$ cat src/rtl/reg_boot_loader_pkg.sv
// rtl/reg_boot_loader_pkg.sv - shared state encoding, header fields and register indices for reg_boot_loader
package reg_boot_loader_pkg;

    localparam logic [2:0] ST_IDLE      = 3'd0;
    localparam logic [2:0] ST_WAIT_DATA = 3'd1;
    localparam logic [2:0] ST_WRITE     = 3'd2;
    localparam logic [2:0] ST_WAIT_SUM  = 3'd3;
    localparam logic [2:0] ST_DONE      = 3'd4;
    localparam logic [2:0] ST_ERROR     = 3'd5;

    typedef enum logic [2:0] {
        IDLE      = ST_IDLE,
        WAIT_DATA = ST_WAIT_DATA,
        WRITE     = ST_WRITE,
        WAIT_SUM  = ST_WAIT_SUM,
        DONE      = ST_DONE,
        ERROR     = ST_ERROR
    } state_t;

    localparam int MAGIC_HI = 15;
    localparam int MAGIC_LO = 8;
    localparam int LAST_BIT = 7;
    localparam int IDX_HI   = 2;
    localparam int IDX_LO   = 0;

    localparam logic [7:0] MAGIC_DEFAULT = 8'hA5;

    localparam logic [2:0] REG0 = 3'd0;
    localparam logic [2:0] REG1 = 3'd1;
    localparam logic [2:0] REG2 = 3'd2;
    localparam logic [2:0] REG3 = 3'd3;
    localparam logic [2:0] REG4 = 3'd4;
    localparam logic [2:0] REG5 = 3'd5;
    localparam logic [2:0] SP   = 3'd6;
    localparam logic [2:0] IP   = 3'd7;

endpackage

$ cat src/rtl/reg_boot_loader_onehot.sv
// rtl/reg_boot_loader_onehot.sv - combinational 3-to-8 decoder from register index to regChoose value
module reg_boot_onehot #(
    parameter int unsigned REGS_CODING = 8
) (
    input  logic [2:0]             idx,
    output logic [REGS_CODING-1:0] onehot
);

    always_comb begin
        onehot      = '0;
        onehot[idx] = 1'b1;
    end

endmodule

$ cat src/rtl/reg_boot_loader.sv
// rtl/reg_boot_loader.sv - host word stream to regData/regChoose register loader; optional checksum via REG_BOOT_LOADER_CHECKSUM_EN
module reg_boot_loader
    import reg_boot_loader_pkg::*;
#(
    parameter int unsigned WIDTH       = 16,
    parameter int unsigned REGS_CODING = 8,
    parameter logic [7:0]  MAGIC       = MAGIC_DEFAULT
) (
    input  logic                   clock,
    input  logic                   resetN,
    input  logic [WIDTH-1:0]       inData,
    input  logic                   inValid,
    output logic                   inReady,
    input  logic                   errClear,
    output logic [WIDTH-1:0]       regData,
    output logic [REGS_CODING-1:0] regChoose,
    output logic                   coreRun,
    output logic                   errFlag,
    output logic [3:0]             loadCount
);

    state_t                 state;
    state_t                 next_state;
    logic [2:0]             idx_q;
    logic                   last_q;
    logic [REGS_CODING-1:0] choose_val;
    logic                   take;
    logic                   magic_ok;

    assign take     = inValid && inReady;
    assign magic_ok = (inData[MAGIC_HI:MAGIC_LO] == MAGIC);

    reg_boot_onehot #(
        .REGS_CODING(REGS_CODING)
    ) u_onehot (
        .idx   (idx_q),
        .onehot(choose_val)
    );

`ifdef REG_BOOT_LOADER_CHECKSUM_EN
    logic [WIDTH-1:0] sum_q;

    // Running XOR over header and data words; the checksum word itself is excluded.
    always_ff @(posedge clock or negedge resetN) begin
        if (!resetN) begin
            sum_q <= '0;
        end else if (state == ERROR && errClear) begin
            sum_q <= '0;
        end else if (take && (state == IDLE || state == WAIT_DATA)) begin
            sum_q <= sum_q ^ inData;
        end
    end
`endif

    always_comb begin
        next_state = state;
        case (state)
            IDLE: begin
                if (take) begin
                    next_state = magic_ok ? WAIT_DATA : ERROR;
                end
            end
            WAIT_DATA: begin
                if (take) begin
                    next_state = WRITE;
                end
            end
            WRITE: begin
`ifdef REG_BOOT_LOADER_CHECKSUM_EN
                next_state = last_q ? WAIT_SUM : IDLE;
`else
                next_state = last_q ? DONE : IDLE;
`endif
            end
`ifdef REG_BOOT_LOADER_CHECKSUM_EN
            WAIT_SUM: begin
                if (take) begin
                    next_state = (inData == sum_q) ? DONE : ERROR;
                end
            end
`endif
            DONE: begin
                next_state = DONE;
            end
            ERROR: begin
                if (errClear) begin
                    next_state = IDLE;
                end
            end
            default: begin
                next_state = IDLE;
            end
        endcase
    end

    // Status outputs are decoded from next_state so they are registered yet line up with state.
    always_ff @(posedge clock or negedge resetN) begin
        if (!resetN) begin
            state     <= IDLE;
            inReady   <= 1'b0;
            coreRun   <= 1'b0;
            errFlag   <= 1'b0;
            idx_q     <= REG0;
            last_q    <= 1'b0;
            regData   <= '0;
            regChoose <= '0;
            loadCount <= 4'd0;
        end else begin
            state   <= next_state;
            inReady <= (next_state == IDLE) || (next_state == WAIT_DATA) ||
                       (next_state == WAIT_SUM);
            coreRun <= (next_state == DONE);
            errFlag <= (next_state == ERROR);
            if (state == IDLE && take) begin
                idx_q  <= inData[IDX_HI:IDX_LO];
                last_q <= inData[LAST_BIT];
            end
            if (state == WAIT_DATA && take) begin
                regData   <= inData;
                regChoose <= choose_val;
            end
            if (state == WRITE) begin
                regChoose <= '0;
                if (loadCount != 4'd15) begin
                    loadCount <= loadCount + 4'd1;
                end
            end
        end
    end

endmodule

$ cat config.mk
export PLATFORM = sky130hd
export DESIGN_NAME = reg_boot_loader
export DESIGN_NICKNAME = d
export VERILOG_FILES = /design/src/rtl/reg_boot_loader_pkg.sv /design/src/rtl/reg_boot_loader_onehot.sv /design/src/rtl/reg_boot_loader.sv
export SDC_FILE = /design/constraint.sdc
export NUM_CORES = 1
export LEC_CHECK = 0
export CAP_MARGIN = 20
export CORE_MARGIN = 5
export CORE_UTILIZATION = 51
export CTS_BUF_LIST = sky130_fd_sc_hd__clkbuf_2
export CTS_CLUSTER_DIAMETER = 50
export DETAILED_ROUTE_END_ITERATION = 6
export HOLD_SLACK_MARGIN = 0.08
export PLACE_DENSITY = 0.87
export SLEW_MARGIN = 5
export SYNTH_ARGS = -nofsm -noshare
export SYNTH_HDL_FRONTEND = slang
export SYNTH_SLANG_ARGS = --single-unit
$ cat constraint.sdc
create_clock -name clock -period 3.65 [get_ports clock]
set_input_delay 0.365 -clock clock [delete_from_list [all_inputs] [get_ports clock]]
set_output_delay 0.365 -clock clock [all_outputs]
set_load 0.02 [all_outputs]
After elaboration in Yosys (flattened, before gate mapping)
Index checks and enable logic that the tools add are counted.

Bits in registers: 38. Bits of input ports: 20.

Multiplexer cells: 10. Reduce and logical (&&, ||, !) cells: 10. $add $sub $neg: 1. Eq/ne operators: 10. Order comparisons: 2.

Operators by type and width (count): 2-to-1 mux 8 bit (2); 2-to-1 mux 3 bit (5); case mux 3 bit (5 select lines) (1); equality test 3 bit (second input constant) (4); equality test 8 bit (second input constant) (1); equality test 3 x 1 -> 1 bit (second input constant) (2); equality test 3 x 2 -> 1 bit (second input constant) (2); logical NOT 3 bit (2); adder 4 x 1 -> 4 bit (second input constant) (1); logical AND 1 bit (4); less-than comparator 3 x 4 -> 1 bit (second input constant) (1); != test 4 bit (second input constant) (1); demux 1 bit (select 3 bit) (1); greater-or-equal comparator 3 x 1 -> 1 bit (second input constant) (1); logical OR 1 bit (2); AND reduction 2 bit (1); nonzero test 2 bit (1); 2-to-1 mux 1 bit (1).

Longest topological paths before layout
Word-level depth: 7. Mapped depth: 5. Gate-level depth less buffers: 4.

Hierarchy
Synthesis repeated with hierarchy kept, for this count alone.

Cells, all modules: 112. Area total of the unflattened synthesis: 1624.1 um^2.

Modules (own cells, without submodules): reg_boot_loader (instances 1, area an instance 1559.0 um^2, seq. area each 950.9 um^2, cells each 104); reg_boot_onehot (instances 1, area an instance 65.1 um^2, seq. area each 0.0 um^2, cells each 8).

Least setup slack after synthesis
OpenSTA, ideal clock, no wires.

Path type: register -> register. From: reg inReady. To: reg regData[10]. Arrival: 1.349 ns. Cell stages (with the launch flop): 6. Path slack: 2.176 ns. Data required time: 3.525 ns. Cells stage by stage: dfrtp_1 and4bb_2 buf_6 nand2_4 buf_6 mux2_2.

Longest elaborated chain between the ends: 2.

Ends and longest elaborated chain: start: declaration (line reg_boot_loader.sv:13) `output logic inReady,`; start signal: assignment (line reg_boot_loader.sv:110) `inReady <= (next_state == IDLE) || (next_state == WAIT_DATA) ||`; logical AND 1 bit (line reg_boot_loader.sv:30) `assign take = inValid && inReady;`; logical AND 1 bit (line reg_boot_loader.sv:118) `if (state == WAIT_DATA && take) begin`; end signal: assignment (line reg_boot_loader.sv:119) `regData <= inData;`; end: declaration (line reg_boot_loader.sv:15) `output logic [WIDTH-1:0] regData,`.

Every way passes these cells. A chain may end at the register's enable or synchronous reset.

Worst setup path after layout
From: reg state[0]. To: reg errFlag.

Longest elaborated chain between the ends: 3.

Ends and longest elaborated chain: start: declaration (line reg_boot_loader.sv:22) `state_t state;`; start signal: assignment (line reg_boot_loader.sv:109) `state <= next_state;`; equality test 3 bit (tied with other cells) (line reg_boot_loader.sv:57) `case (state)`; case mux 3 bit (5 select lines) * (line reg_boot_loader.sv:57); equality test 3 bit * (line reg_boot_loader.sv:113) `errFlag <= (next_state == ERROR);`; end signal: assignment (line reg_boot_loader.sv:113); end: declaration (line reg_boot_loader.sv:18) `output logic errFlag,`.

Every way passes the cells marked *; elsewhere a longest branch is shown, timed or not.

==> impl_metrics.json <==
{
  "cts_tree": "built",
  "hold_path.class": "reg2reg",
  "synth_ff_type": "dfrtp_1",
  "rsz0062_at_grt": "no",
  "cp-end-kind": "register",
  "detail-route-antenna-nets": 0,
  "synth_top_area_cell": "dfrtp_1",
  "drive_above_1_share": 0.197,
  "wl_per_cell_um": 14.9,
  "antennaDiodeCount": 0,
  "start_util": 0.532,
  "drt_iter0_drc": 36,
  "place.gp.congestion": 0.837,
  "track_usage": 0.176,
  "power_density_nw_per_um2": 870,
  "peakVddDrop_v": 0.000523,
  "cts_buffers": 5,
  "synth_edf_count": 0,
  "fin_crit_sh": 0.529,
  "ctsResizeCount": 0,
  "setup_viol": 0,
  "cts.clk_slew.worst_paths_ns": 0.20,
  "avgSynthCellArea_um2": 13.1,
  "r2r-start": "state[0]",
  "row_count": 20,
  "cap_viol_max_count": 0,
  "top_usage_layer": "met2",
  "routed_wl_um": 3320,
  "fin_nets": 198,
  "first_global_vias": 1238,
  "hold_start": "regData[12]",
  "maxSlewViolCount": 0,
  "fmax_mhz": 518,
  "worst-slew-pin-transition_ns": 0.802,
  "path_max_fanout": 14,
  "p_leak_nw": 0.957,
  "min_path_cells": 1,
  "grt_start_max_net_pins": 39,
  "globalRouteMet1Util": 0.225,
  "ys_async_sr_fraction": 1.00,
  "synthToLayoutAreaGrowth_pct": 37.7,
  "syn-num-nets": 145,
  "yosysUniqueCellTypes": 33,
  "clock_path_buffers": 2,
  "drc": 0,
  "antenna_found_initial": 0,
  "grt_pass1_wl_um": 5850,
  "hold_viol": 0,
  "grt_use_met2": 0.266,
  "fin_area_um2": 2230,
  "routed_via_density": 5.30,
  "grt_util_met3": 0.0680,
  "critical_path_class": "reg2reg",
  "final_common_cell": "clkdlybuf4s50_1",
  "die_h_um": 66.4,
  "netlist_instances": 124,
  "core-area_um2": 3050,
  "htree_num_levels": 2,
  "cp.required_ns": 3.96,
  "post-dp-hpwl_um": 2520,
  "port_buffers": 50,
  "grt-ovfl-total": 0,
  "post-cts-setup-buffer-count": 0,
  "syn_area_um2": 1620,
  "clockRootBuffer": "clkbuf_2",
  "finClkSkew_ns": 0.0215,
  "crit_start": "state[0]",
  "layout_common_cells": "clkdlybuf4s50_1 (49), dfrtp_1 (38), mux2_2 (21)",
  "r2r_setup_slack_ns": 1.72,
  "synth.area.top_cells": "dfrtp_1 (59%), mux2_2 (15%), a21oi_1 (2.8%), o21ai_0 (2.5%), nand4b_1 (1.6%)",
  "synth_top_cell_area_share": 0.586,
  "dpl-instance-area_um2": 2140,
  "fin_setup_tns_ns": 0,
  "reg2reg_depth": 3,
  "die_w_um": 66.4,
  "outcome": "finished clean",
  "slew_headroom": 0.465,
  "firstDrtPassIters": 4,
  "vias": 1176,
  "layout_min_cycle_time_ns": 1.93,
  "ios": 51,
  "clock-sinks": 38,
  "synth_seq_area_share": 0.586,
  "yosysWarnings": 0,
  "clock_latency_ns": 0.38,
  "ys_ff_latch": 38,
  "crit_arrival_ns": 2.24,
  "start_kind": "register",
  "die_area_um2": 4410,
  "postCtsHoldBufs": 1
}
[area by class of cell]
cell class | count | area [µm²]
clock buffer | 5 | 25.0
clock inverter | 3 | 63.8
fill | 231 | 818
inverter | 3 | 11.3
multi-input combinational | 78 | 623
sequential | 38 | 951
tap | 44 | 55.1
timing repair buffer | 51 | 505
[critical path, cell delays in order, from the launching register on]
cell,delay [ns]
dfrtp_1,0.60
nor3b_2,0.72
a32oi_1,0.23
a211oi_1,0.30
[cells in the mapped netlist, drive strengths merged, types with 3 or more instances]
cell type,instances
dfrtp,38
mux2,22
nor2b,3
o21ai,8
nand4b,3
nor2,3
nand4,4
inv,3
buf,5
nand2,5
a21oi,9
[routing by layer]
layer | vias up | routed length (µm)
li1 | 559 | -
met1 | 562 | 1480
met2 | 47 | 1510
met3 | 8 | 276
met4 | 0 | 55
met5 | - | 0
[metrics by stage]
step	utilization	worst slack [ns]	hold slack (ns)	cells	power (mW)
floorplan	-	2.18	0.0694	124	1.24
global placement	0.700	1.62	0.482	213	1.60
detailed placement	0.700	1.46	0.496	213	1.64
CTS	0.732	1.74	0.540	222	1.96
global route	0.732	1.51	0.551	222	2.07
finish	0.732	1.72	0.535	222	1.94
[registers in the layout (all words and copies together), names as in the netlist]
| signal | flops |
|---|---|
| state | 3 |
| coreRun | 1 |
| idx_q | 3 |
| loadCount | 4 |
| inReady | 1 |
| regData | 16 |
| regChoose | 8 |
| last_q | 1 |
| errFlag | 1 |
[report_power, final]
part	switching [mW]	total [mW]	internal (mW)
Clock	0.136	0.319	0.183
Combinational	0.413	0.874	0.460
Sequential	0.148	0.752	0.604
Total	0.698	1.94	1.25
[worst paths after layout]
path | endpoint
min in group asynchronous | loadCount[0]
worst max-delay path | errFlag
worst min register to register | regData[12]
worst min-delay path | regData[12]
max in group asynchronous | idx_q[1]
worst max register to register | errFlag
[kinds of logic (layout without fill, tap and decap cells)]
logic type / Yosys count / in the layout / synth area share
xor+xnor: 1 / 1 / 0.00540
mux: 23 / 23 / 0.161
simple gates: 30 / 30 / 0.128
buf+inv: 8 / 62 / 0.0301
fa+ha+maj: 1 / 1 / 0.00771
flops: 38 / 38 / 0.586
compound gates: 23 / 23 / 0.0817
Note: power is estimated with default switching activity, not from simulation.
